`src/rtl/display_scan_driver_pkg.sv`:
```
// Shared types and constants for the two-digit 7-segment scan driver.
// Segment codes are active-high {g,f,e,d,c,b,a}.
package display_pkg;

    typedef enum logic {
        S_UNITS = 1'b0,
        S_TENS  = 1'b1
    } scan_state_t;

    localparam logic [6:0] SEG_LUT [0:9] = '{
        7'h3F, 7'h06, 7'h5B, 7'h4F, 7'h66,
        7'h6D, 7'h7D, 7'h07, 7'h7F, 7'h6F
    };

    localparam logic [6:0] SEG_BLANK = 7'h00;

    function automatic logic [3:0] units_of(input logic [3:0] v);
        return (v >= 4'd10) ? (v - 4'd10) : v;
    endfunction

    function automatic logic tens_of(input logic [3:0] v);
        return (v >= 4'd10);
    endfunction

endpackage

```
`src/rtl/display_scan_driver_if.sv`:
```
// Value strobe in, board anode/segment pins and slot tick out.
// master = value source, slave = scan driver.
interface display_scan_driver_if;

    logic [3:0] value_in;
    logic       value_valid;
    logic [6:0] seg;
    logic [1:0] an;
    logic       digit_tick;

    modport master (
        output value_in,
        output value_valid,
        input  seg,
        input  an,
        input  digit_tick
    );

    modport slave (
        input  value_in,
        input  value_valid,
        output seg,
        output an,
        output digit_tick
    );

endinterface

```
`src/rtl/display_scan_driver_seg7_encoder.sv`:
```
// BCD digit to active-high 7-segment code; non-decimal codes go dark.
// Purely combinational; pin polarity is handled by the caller.
module seg7_encoder
    import display_pkg::*;
(
    input  logic [3:0] bcd_i,
    output logic [6:0] seg_o
);

    always_comb begin
        seg_o = SEG_BLANK;
        case (bcd_i)
            4'd0:    seg_o = SEG_LUT[0];
            4'd1:    seg_o = SEG_LUT[1];
            4'd2:    seg_o = SEG_LUT[2];
            4'd3:    seg_o = SEG_LUT[3];
            4'd4:    seg_o = SEG_LUT[4];
            4'd5:    seg_o = SEG_LUT[5];
            4'd6:    seg_o = SEG_LUT[6];
            4'd7:    seg_o = SEG_LUT[7];
            4'd8:    seg_o = SEG_LUT[8];
            4'd9:    seg_o = SEG_LUT[9];
            default: seg_o = SEG_BLANK;
        endcase
    end

endmodule

```
`src/rtl/display_scan_driver.sv`:
```
// Time-multiplexed two-digit common-anode display driver for values 0..15.
// Prescaler paces digit slots; the tens digit is blanked below 10.
module display_scan_driver
    import display_pkg::*;
#(
    parameter int REFRESH_DIV    = 100000,
    parameter bit SEG_ACTIVE_LOW = 1'b1,
    parameter bit AN_ACTIVE_LOW  = 1'b1
) (
    input  logic                 clk,
    input  logic                 rst,
    display_scan_driver_if.slave bus
);

    localparam int CW = (REFRESH_DIV > 2) ? $clog2(REFRESH_DIV) : 1;
    localparam logic [CW-1:0] CNT_LAST = CW'(REFRESH_DIV - 1);

    localparam logic [1:0] AN_OFF =
        AN_ACTIVE_LOW ? 2'b11 : 2'b00;
    localparam logic [6:0] SEG_DARK =
        SEG_ACTIVE_LOW ? ~SEG_BLANK : SEG_BLANK;

    scan_state_t state_q, state_d;
    logic [3:0]    value_q, value_d;
    logic [CW-1:0] cnt_q, cnt_d;
    logic          tick_q, tick_d;
    logic [6:0]    seg_q, seg_d;
    logic [1:0]    an_q, an_d;

    logic          wrap;
    logic          tens;
    logic [3:0]    units;
    logic [3:0]    enc_in;
    logic [6:0]    enc_out;
    logic [6:0]    seg_hi;
    logic [1:0]    an_hi;

    assign tens  = tens_of(value_q);
    assign units = units_of(value_q);
    assign wrap  = (cnt_q == CNT_LAST);

    assign enc_in = (state_q == S_TENS) ? {3'b000, tens} : units;

    seg7_encoder u_enc (
        .bcd_i (enc_in),
        .seg_o (enc_out)
    );

    always_comb begin
        value_d = bus.value_valid ? bus.value_in : value_q;
        cnt_d   = wrap ? '0 : cnt_q + 1'b1;
        tick_d  = wrap;
        state_d = state_q;
        if (wrap) begin
            state_d = (state_q == S_UNITS) ? S_TENS : S_UNITS;
        end
    end

    // Active-high digit/segment selection, then mapped to pin polarity.
    always_comb begin
        an_hi  = 2'b00;
        seg_hi = SEG_BLANK;
        unique case (1'b1)
            (state_q == S_UNITS): begin
                an_hi  = 2'b01;
                seg_hi = enc_out;
            end
            (state_q == S_TENS && tens): begin
                an_hi  = 2'b10;
                seg_hi = enc_out;
            end
            default: begin
                an_hi  = 2'b00;
                seg_hi = SEG_BLANK;
            end
        endcase
        an_d  = AN_ACTIVE_LOW  ? ~an_hi  : an_hi;
        seg_d = SEG_ACTIVE_LOW ? ~seg_hi : seg_hi;
    end

    always_ff @(posedge clk) begin
        if (rst) begin
            state_q <= S_UNITS;
            value_q <= 4'd0;
            cnt_q   <= '0;
            tick_q  <= 1'b0;
            seg_q   <= SEG_DARK;
            an_q    <= AN_OFF;
        end else begin
            state_q <= state_d;
            value_q <= value_d;
            cnt_q   <= cnt_d;
            tick_q  <= tick_d;
            seg_q   <= seg_d;
            an_q    <= an_d;
        end
    end

    assign bus.seg        = seg_q;
    assign bus.an         = an_q;
    assign bus.digit_tick = tick_q;

endmodule

```
`src/flat_wrapper.sv`:
```
// flat-port wrapper written by rule: the top's interface ports become plain ports
module display_scan_driver_flat import display_pkg::*;
#(
    parameter int REFRESH_DIV    = 100000,
    parameter bit SEG_ACTIVE_LOW = 1'b1,
    parameter bit AN_ACTIVE_LOW  = 1'b1
)
  (clk, rst, bus_value_in, bus_value_valid, bus_seg, bus_an, bus_digit_tick);
  display_scan_driver_if bus_i ();
  input  logic clk;
  input  logic rst;
  input wire logic [$bits(bus_i.value_in)-1:0] bus_value_in;
  input wire logic [$bits(bus_i.value_valid)-1:0] bus_value_valid;
  output wire logic [$bits(bus_i.seg)-1:0] bus_seg;
  output wire logic [$bits(bus_i.an)-1:0] bus_an;
  output wire logic [$bits(bus_i.digit_tick)-1:0] bus_digit_tick;
  assign bus_i.value_in = bus_value_in;
  assign bus_i.value_valid = bus_value_valid;
  assign bus_seg = bus_i.seg;
  assign bus_an = bus_i.an;
  assign bus_digit_tick = bus_i.digit_tick;
  display_scan_driver #(.REFRESH_DIV(REFRESH_DIV), .SEG_ACTIVE_LOW(SEG_ACTIVE_LOW), .AN_ACTIVE_LOW(AN_ACTIVE_LOW)) u_core (.clk(clk), .rst(rst), .bus(bus_i));
endmodule
```
`config.mk`:
```
export PLATFORM = sky130hd
export DESIGN_NAME = display_scan_driver_flat
export DESIGN_NICKNAME = d
export VERILOG_FILES = /design/src/rtl/display_scan_driver_pkg.sv /design/src/rtl/display_scan_driver_if.sv /design/src/rtl/display_scan_driver_seg7_encoder.sv /design/src/rtl/display_scan_driver.sv /design/src/flat_wrapper.sv
export SDC_FILE = /design/constraint.sdc
export NUM_CORES = 1
export LEC_CHECK = 0
export CAP_MARGIN = 20
export CORE_ASPECT_RATIO = 1.2
export CORE_MARGIN = 4
export CORE_UTILIZATION = 66
export DETAILED_ROUTE_END_ITERATION = 6
export DONT_BUFFER_PORTS = 1
export PLACE_DENSITY = 0.94
export SLEW_MARGIN = 40
export SYNTH_ARGS = -nofsm -noshare
export SYNTH_HDL_FRONTEND = slang
export SYNTH_SLANG_ARGS = --single-unit
```
`constraint.sdc`:
```
create_clock -name clk -period 5.8 [get_ports clk]
set_clock_uncertainty 0.15 [all_clocks]
set_input_delay 1.16 -clock clk [delete_from_list [all_inputs] [get_ports clk]]
set_output_delay 1.16 -clock clk [all_outputs]
set_load 0.02 [all_outputs]
```
### Word-level counts from Yosys, hierarchy flattened

Memory sizes are Yosys's and may differ from the RTL's.
Cells that the tools add are included.

* output and inout port bits: 10
* word-level logic and storage cells: 22
* latch bits: 0
* flip-flop bits (word level): 32
* memories kept: 1
* ROM bits: 112
* RAM bits: 0
* input port bits: 7

* bitwise logic cells: 3
* eq/ne operators: 1
* magnitude comparators: 1
* reduce and logical (&&, ||, !) cells: 3
* $mul: 0
* shift operators: 0
* div/mod/pow operators: 0
* $add $sub $neg: 2
* multiplexer cells: 5

Memories
* (no name shown): depth 16, width 7, read ports 1, clocked after memory_dff 0, wr ports 0, line display_scan_driver_seg7_encoder.sv:12 `case (bcd_i)`

Operator list (number)
* $add 17x1->17 const B: 1
* $eq 17x17->1 const B: 1
* $mux 4: 2
* $mux 7: 1
* $not 7->7: 1
* $ge 4x4->1 const B: 1
* $pmux 2 s2: 1
* $reduce_or 2->1: 2
* $sub 4x4->4 const B: 1
* $not 2->2: 1
* $logic_and 1x1->1: 1
* $mux 1: 1
* $not 1->1: 1

### Longest topological paths before layout

Gate-level depths: netlist of run 1.
An unclocked memory read counts as a cell.

* depth after elaboration: 6
* gate-level depth with buffers: 8
* gate-level depth less buffers: 7

### Modules after synthesis

A second synthesis of run 1 with hierarchy kept.

* cell total of the unflattened synthesis: 163
* area total of the unflattened synthesis: 1512.7 um^2

By module, submodules not included
* display_scan_driver: cells an instance 137, times used 1, sequential area each 640.6 um^2, area an instance 1311.3 um^2
* seg7_encoder: cells an instance 26, times used 1, sequential area each 0.0 um^2, area an instance 201.4 um^2

### Worst setup path after synthesis of run 1

No wires, ideal clock.

* path kind: input-to-reg
* from: input port rst
* to: register u_core.seg_q[0] (netlist: u_core.bus.seg[0])
* setup time: 134 ps
* path slack: 3698 ps
* cell stages on the path: 4
* data required time: 5516 ps
* arrival: 1819 ps
* path buffers: 1
* path through: clkbuf_1 > o21bai_1 > a21oi_1 > o21ai_0

RTL lines
* start, declared: line flat_wrapper.sv:11 `input logic rst;`
* end signal, assigned: line display_scan_driver.sv:94 `seg_q <= seg_d;`
* end, declared: line display_scan_driver.sv:27 `logic [6:0] seg_q, seg_d;`

### Final worst setup path of run 1

* from: register u_core.cnt_q[0]
* to: register u_core.cnt_q[11]

* word-level cells in the longest chain between the ends: 2
* elaborated cells on any way between the ends: 3
* those cells by class: add/sub (1); eq/ne (1); reduce/logical (1)

Ends and longest elaborated chain
* start, declared: line display_scan_driver.sv:25 `logic [CW-1:0] cnt_q, cnt_d;`
* start signal, assigned: line display_scan_driver.sv:92 `cnt_q <= cnt_d;`
* parallel branches: the longest is 2 deep, another holds $add 17x1->17

Parallel ways; which one is timed is not known.
A chain may end at the register's enable or synchronous reset.

==> results.md, run 1 <==
- The run finished with clean final reports.
- TritonCTS built the clock tree.
- The total routing resource utilization after global routing is 20.7%.
- The starting density of the core is 71.0%.
- After synthesis the cells add up to 1500 sq um.
- The time the worst path needs with I/O delays and setup is 2140 ps.
- The top flip-flop cell by instance count after synthesis is sky130_fd_sc_hd__dfxtp_1.
- The area growth from synthesis to layout is 1.75%.
- The number of max-cap violations is 0.
- The total negative slack is 0 ps.
- The quantity of I/O buffers inserted on ports is 0.
- The congestion estimate from routability-driven global placement came to 0.884.
- The data required time of the worst path is 5850 ps.
- For this design, the CTS-stage hold fixing added 0 buffers.
- Measured on the finished design, the core utilization comes to 72.3%.
- The family with the most delay on the worst path is simple AND/OR/NAND/NOR gates.
- In the synthesized netlist the async set-or-reset flop fraction comes to 0%.
- The number of distinct library cells after synthesis is 38.
- In this run, synthesis inferred 0 flip-flops with an integrated enable.
- The fraction of layout cells with a size suffix above 1 is 8.70%.
- The initial antenna violation count is 0.
- The achievable clock frequency is 468 MHz.
- The y dimension of the die is 60.3 um.
- Counting instances in the post-synthesis netlist gives the leading cell types as sky130_fd_sc_hd__dfxtp_1 (32), sky130_fd_sc_hd__nor2_1 (23), sky130_fd_sc_hd__xor2_1 (12).
- Entering global routing, the biggest net connects 18 pins.
- The number of pins with negative max-slew slack in the final report is 0.
- The worst path uses 36.8% of the clock period.
- The element type at the critical path start is a flop.
- The worst-case setup slack after placement is 3660 ps.
- By area the synthesized netlist is led by sky130_fd_sc_hd__dfxtp_1 (43%), sky130_fd_sc_hd__xor2_1 (7.0%), sky130_fd_sc_hd__ha_1 (5.8%), sky130_fd_sc_hd__nor2_1 (5.7%), sky130_fd_sc_hd__mux2i_1 (4.7%).
- The post-CTS setup buffer count is 0.
- The net total in the final layout is 175.
- In this run, the number of DRC markers left after iteration 0 of detailed routing was 17.
- In this run the power density over the cells is 253 nW/um^2.
- The number of levels in the clock H-tree is 2.
- The detailed-route wire length is 2.61 mm.
- The type of the worst setup path is flop to flop.
- The maximum buffer depth of the clock tree is 2.
- The most used standard cell by instance count after synthesis is sky130_fd_sc_hd__dfxtp_1.
- The later-pin clock latency in the skew report is 330 ps.
- The number of buffers and inverters on the critical path is 0.
- Yosys printed 0 warnings.
- The kind of end point of the critical path is a flop.
- The core region is 2120 sq um.
- After detailed routing, the number of vias per cell comes to 5.81.
- In this run the remaining antenna-violating nets after routing total 0.
- The floorplan has 18 rows.
- On the critical path, the stage with the largest delay is an instance of sky130_fd_sc_hd__nand2b_1.
- Setup repair after global routing left no endpoint under its margin.
- The largest single stage delay on the critical path is 530 ps.
- The area of the die is 3110 sq um.
- The fraction of the yosys area taken by sequential cells is 42.6%.
- Buffers inserted during clock tree synthesis total 5.
- For this run the aggregate overflow at the end of global routing stands at 0.
- The transition at the pin with the smallest max-transition slack is 643 ps.
- The peak supply drop is 0.220 mV.
- The total of cells resized after clock tree synthesis is 0.
- Of the post-synthesis cell area, the dominant cell type holds 42.6%.
- The maximum fanout along the worst path is 17.
- For this run, the number of standard cells in the final layout without fillers is 191.
- Dividing the detail-routed wire length by the instance count gives 13.7 um.
- Clock tree synthesis found a total of 32 sinks.
- The die is 51.6 um wide.
- The clock transition at the register clock pins on the worst setup and hold paths after CTS is 90 ps.
- The number of nets in the synthesized netlist is 176.
- Setup violations remaining at the end of the flow were counted as 0.
- The I/O pin count is 17.
- The leakage component of the power is 0.612 nW.
- The cell accounting for the most synthesized area is sky130_fd_sc_hd__dfxtp_1.
- The root buffer selected by CTS is sky130_fd_sc_hd__clkbuf_4.
- The number of diodes is 0.
- The class of the tightest hold or removal check is flop to flop.
- Walking the worst path, the cells encountered are ha_1, and4_1, nand4_1, nand2b_1, nor2_1.
- The final number of hold-violating endpoints is 0.
- Synthesis handed over a netlist of 162 instances.
- The global-route wire length before repair is 4.71 mm.
- In this run, synthesis produced a sequential element count of 32.
- After detailed routing, the number of remaining DRC violations is 0.
- The endpoint arrival time on the critical path is 2180 ps.
- The number of iterations in the first detailed-routing pass is 5.
- The sum of net half-perimeters after detailed placement is 2.02 mm.
- The number of global-route vias before repair is 1066.
- The mean area per synthesized cell is 9.28 sq um.
- The placed instance count is 184.
- In this run the tightest slew margin relative to its limit is 57.2%.
- The overall via count from detail_route is 1110.
- The worst setup slack after layout is 3660 ps.
[final timing paths]
path / start / end / slack, ps / cells after the start
worst max-delay path: u_core.cnt_q[0] / u_core.cnt_q[11] / 3660 / 5
worst min register to register: u_core.cnt_q[0] / u_core.cnt_q[0] / 330 / 1
worst min-delay path: u_core.cnt_q[0] / u_core.cnt_q[0] / 330 / 1
worst max register to register: u_core.cnt_q[0] / u_core.cnt_q[11] / 3660 / 5
[sequential cells by signal (all words and copies together), names as in the netlist]
signal,count
u_core.bus.an,2
u_core.bus.digit_tick,1
u_core.bus.seg,7
u_core.cnt_q,17
u_core.state_q,1
u_core.value_q,4
[stage by stage]
stage | hold WS (ps) | power [mW] | instance area (sq um)
finish | 327 | 0.387 | 1530
global route | 352 | 0.410 | 1530
CTS | 327 | 0.393 | 1530
detailed placement | 309 | 0.278 | 1480
global placement | 294 | 0.276 | 1480
floorplan | 276 | 0.274 | 1500
[worst register-to-register path: cells and delay by family (launching register included)]
family                     cells  cell delay, ps
adders and majority gates      1             220
DFF                            1             380
and+or+nand+nor                4            1250
[layout by cell type (no fill, tap or decap), types with 2 or more instances in the layout]
cell                       Yosys  layout
sky130_fd_sc_hd__a21oi_1       4       4
sky130_fd_sc_hd__o21a_1        2       2
sky130_fd_sc_hd__xor2_1       12      12
sky130_fd_sc_hd__or3_1         2       2
sky130_fd_sc_hd__nand4_1       6       6
sky130_fd_sc_hd__o21ai_0       9       9
sky130_fd_sc_hd__ha_1          7       7
sky130_fd_sc_hd__nor2_1       23      23
sky130_fd_sc_hd__a21oi_2       2       2
sky130_fd_sc_hd__nor4_1        2       2
sky130_fd_sc_hd__mux2i_1       7       7
sky130_fd_sc_hd__o21bai_1      2       2
sky130_fd_sc_hd__and4_1        3       3
sky130_fd_sc_hd__nand2b_1      2       2
sky130_fd_sc_hd__inv_1         7       7
sky130_fd_sc_hd__xnor2_1       2       2
sky130_fd_sc_hd__nand3_1       5       5
sky130_fd_sc_hd__clkbuf_4      0       5
sky130_fd_sc_hd__nand2_1      11      11
sky130_fd_sc_hd__dfxtp_1      32      32
[cells by family after synthesis]
kind of cell               Yosys count  share of synthesized area (%)
buffers and inverters               15                           5.82
DFF                                 32                           42.6
muxes                                7                           4.66
adders and majority gates            7                           5.82
xor gates and xnor gates            14                           8.15
and+or+nand+nor                     64                           23.2
AOI/OAI and AO/OA                   23                           9.73
[area by class of cell]
cell class	count	area (sq um)
tap	30	37.5
fill	171	587
clock buffer	5	37.5
clock inverter	2	12.5
sequential	32	641
inverter	7	26.3
multi-input combinational	115	776
[per-layer routing]
metal	global-route usage, %	up-vias	share of wire, %
li1	-	554	-
met1	21.2	533	39
met2	36.2	18	55
met3	8.23	5	3.7
met4	10.5	0	1.8
met5	0	-	0
[report_power, final]
group,total (mW),switching [mW],internal [mW]
logic,0.0296,0.0168,0.0129
clock network,0.115,0.0707,0.0441
registers,0.243,0.0138,0.229
total,0.387,0.101,0.286
(Power assumes the default switching activity.)
==> run 2: changes to the inputs <==
Settings changed: CORE_UTILIZATION 66 to 61, PLACE_DENSITY 0.94 to 0.89.
Clock period 5.8 ns to 2 ns, I/O delays scaled along.
==> results.md, run 2 (same netlist as run 1, synthesis figures left out) <==
- The run finished with clean final reports.
- The number of buffers added by the clock tree synthesis step is 5 (unchanged).
- The portion of total power attributed to sequential cells is 51.8% (-11 points).
- The core utilization of the finished layout is 71.0% (-1.3 points).
- The min-delay analysis places its worst path in the category primary input to flop.
- The leakage component of the power is 0.671 nW (+9.7%).
- The time the worst path needs with I/O delays and setup is 1860 ps (-271 ps).
- The quantity of I/O buffers inserted on ports is 0 (unchanged).
- The total routing resource utilization after global routing is 20.8% (+0.062 points).
- Relative to the synthesized area, the layout overhead comes to 9.98%.
- The final number of hold-violating endpoints is 0 (unchanged).
- The endpoint arrival time on the critical path came to 1950 ps (-230 ps).
- The area of the core region was 2330 sq um (+10%).
- The clock sink total came to 32 (unchanged).
- The later-pin clock latency in the skew report is 330 ps (about the same).
- The share of the clock period used by the worst path is 93.2% (+56 points).
- The switching power total is 0.312 mW (+210%).
- The initial detailed-routing violation count is 8 (-9).
- The achievable clock frequency is 536 MHz (+15%).
- The non-filler instance count after layout came to 199 (+4.2%).
- The count of endpoints failing setup in the final report was 0 (unchanged).
- The combinational cell fraction of total power is 7.8% (about the same).
- The routed length per instance is 14.3 um (+4.5%).
- The post-place instance area is 1520 sq um (+3.0%).
- The number of diodes is 0 (unchanged).
- The transition at the pin with the smallest max-transition slack is 325 ps (-318 ps).
- The part of the power in the clock network was 40.3% (+11 points).
- The cell row count is 19 (+1).
- The pin count of the biggest net entering global routing came to 18 (unchanged).
- The register name with the most flops is u_core.cnt_q.
- The number of iterations in the first detailed-routing pass is 4 (-1).
- The number of levels in the clock H-tree is 2 (unchanged).
- The number of DRC violations after detailed routing came to 0 (unchanged).
- The area of the die is 3330 sq um (+7.0%).
- The startpoint identified for the worst register-to-register timing path is u_core.cnt_q[0].
- The fraction of layout cells with a size suffix above 1 is 13.7% (+5.0 points).
- The element type at the critical path start is a flop.
- The y dimension of the die is 62.4 um (+3.5%).
- The TritonCTS clock tree is yes.
- The data required time of the worst path is 2080 ps (-3770 ps).
- The net total in the final layout was 181 (+3.4%).
- The number of global-route vias before repair was 1165 (+9.3%).
- The root buffer selected by CTS is sky130_fd_sc_hd__clkbuf_4.
- The I/O pin count is 17 (unchanged).
- The mean number of vias per cell is 5.66 (-2.6%).
- The detailed-route wire length is 2.84 mm (+8.9%).
- The total negative slack was 0 ps (unchanged).
- The library cells used most frequently in the layout, excluding fill and tap cells, are sky130_fd_sc_hd__dfxtp_1 (30), sky130_fd_sc_hd__nor2_1 (23), sky130_fd_sc_hd__xor2_1 (12).
- The internal power component is 1.04 mW (+270%).
- The number of pins with negative max-slew slack in the final report is 0 (unchanged).
- Setup repair after global routing left no endpoint under its margin.
- The placed instance count is 189 (+2.7%).
- The clock transition at the register clock pins on the worst setup and hold paths after CTS is 90 ps (about the same).
- The count of nets left with antenna violations after detail routing came to 0 (unchanged).
- The initial antenna violation count is 0 (unchanged).
- The kind of end point of the critical path is a flop.
- The power density over the cells is 820 nW/um^2 (+220%).
- The starting density of the core is 64.6% (-6.5 points).
- The final estimated routing congestion in global placement is 0.880 (-0.44%).
- The die width was 53.3 um (+3.4%).
- The final instance area is 1650 sq um (+8.1%).
- The most common cell after layout, fill and taps aside is sky130_fd_sc_hd__dfxtp_1.
- The share of total power consumed by net switching is 23.0% (-3.2 points).
- The first element of the critical path is u_core.cnt_q[0].
- The global-route wire length before repair came to 5.12 mm (+8.6%).
- The overall via count from detail_route is 1127 (+1.5%).
- The maximum buffer depth of the clock tree is 2 (unchanged).
- The maximum fanout along the worst path is 17 (unchanged).
- The global route total overflow is 0 (unchanged).
- The sum of net half-perimeters after detailed placement was 2.14 mm (+6.1%).
- The number of flip-flops under the largest register name was 17 (unchanged).
- The number of max-cap violations is 0 (unchanged).
- The startpoint of the tightest hold check path is bus_value_in[3].
- The peak supply drop came to 0.701 mV (+220%).
- The normalized max-slew margin is 78.1% (+21 points).
- The worst setup path is of the flop to flop kind.
-- run 2: worst paths after layout --
check / endpoint / slack [ps] / depth (start not counted)
max: u_core.cnt_q[8] / 140 / 6
min: u_core.value_q[3] / 70 / 2
max reg2reg: u_core.cnt_q[8] / 140 / 6
min reg2reg: u_core.cnt_q[0] / 320 / 1
-- run 2: per-stage QoR --
step / setup slack, ps / hold slack (ps) / power, mW
after global placement: 172 / 289 / 0.808
after global routing: 5.09 / 61.3 / 1.42
final: 135 / 70.6 / 1.36
after CTS: 28.0 / 7.85 / 1.36
after floorplan: 157 / 276 / 0.795
after detailed placement: 49.7 / 300 / 0.815
-- run 2: cell type report --
type | instances | area, sq um
Multi-Input combinational cell | 115 | 788
Fill cell | 192 | 676
Sequential cell | 32 | 643
Clock buffer | 7 | 65.1
Inverter | 7 | 26.3
Tap cell | 31 | 38.8
Clock inverter | 1 | 30.0
Timing Repair Buffer | 6 | 62.6
-- run 2: repair_timing --
item / in CTS / in global routing
buffers inserted: 0 / 0
hold buffers: 1 / 1
resized for setup: 0 / 5
endpoints found under the setup margin: 0 / 5
endpoints found under the hold margin: 7 / 1
-- run 2: power groups by stage --
stage / combinational (mW) / sequential, mW / clock, mW
finish: 0.106 / 0.703 / 0.547
global route: 0.123 / 0.707 / 0.594
CTS: 0.101 / 0.702 / 0.560
detailed placement: 0.0980 / 0.717 / 0
global placement: 0.0924 / 0.716 / 0
floorplan: 0.0858 / 0.709 / 0
-- run 2: per-layer routing --
metal  vias to the layer above  routed length (um)  track usage (%)
li1                        570                   -                -
met1                       525                1040             20.6
met2                        21                1630             36.0
met3                        11                  94             7.64
met4                         0                  72             10.5
met5                         -                   0                0
-- run 2: critical path: stages (launching register included) --
cell and delay, ps:
sky130_fd_sc_hd__dfxtp_1 380, sky130_fd_sc_hd__ha_1 210, sky130_fd_sc_hd__and4_1 380, sky130_fd_sc_hd__nand4_1 250, sky130_fd_sc_hd__nand2b_1 190, sky130_fd_sc_hd__buf_12 160
sky130_fd_sc_hd__nor2_1 50
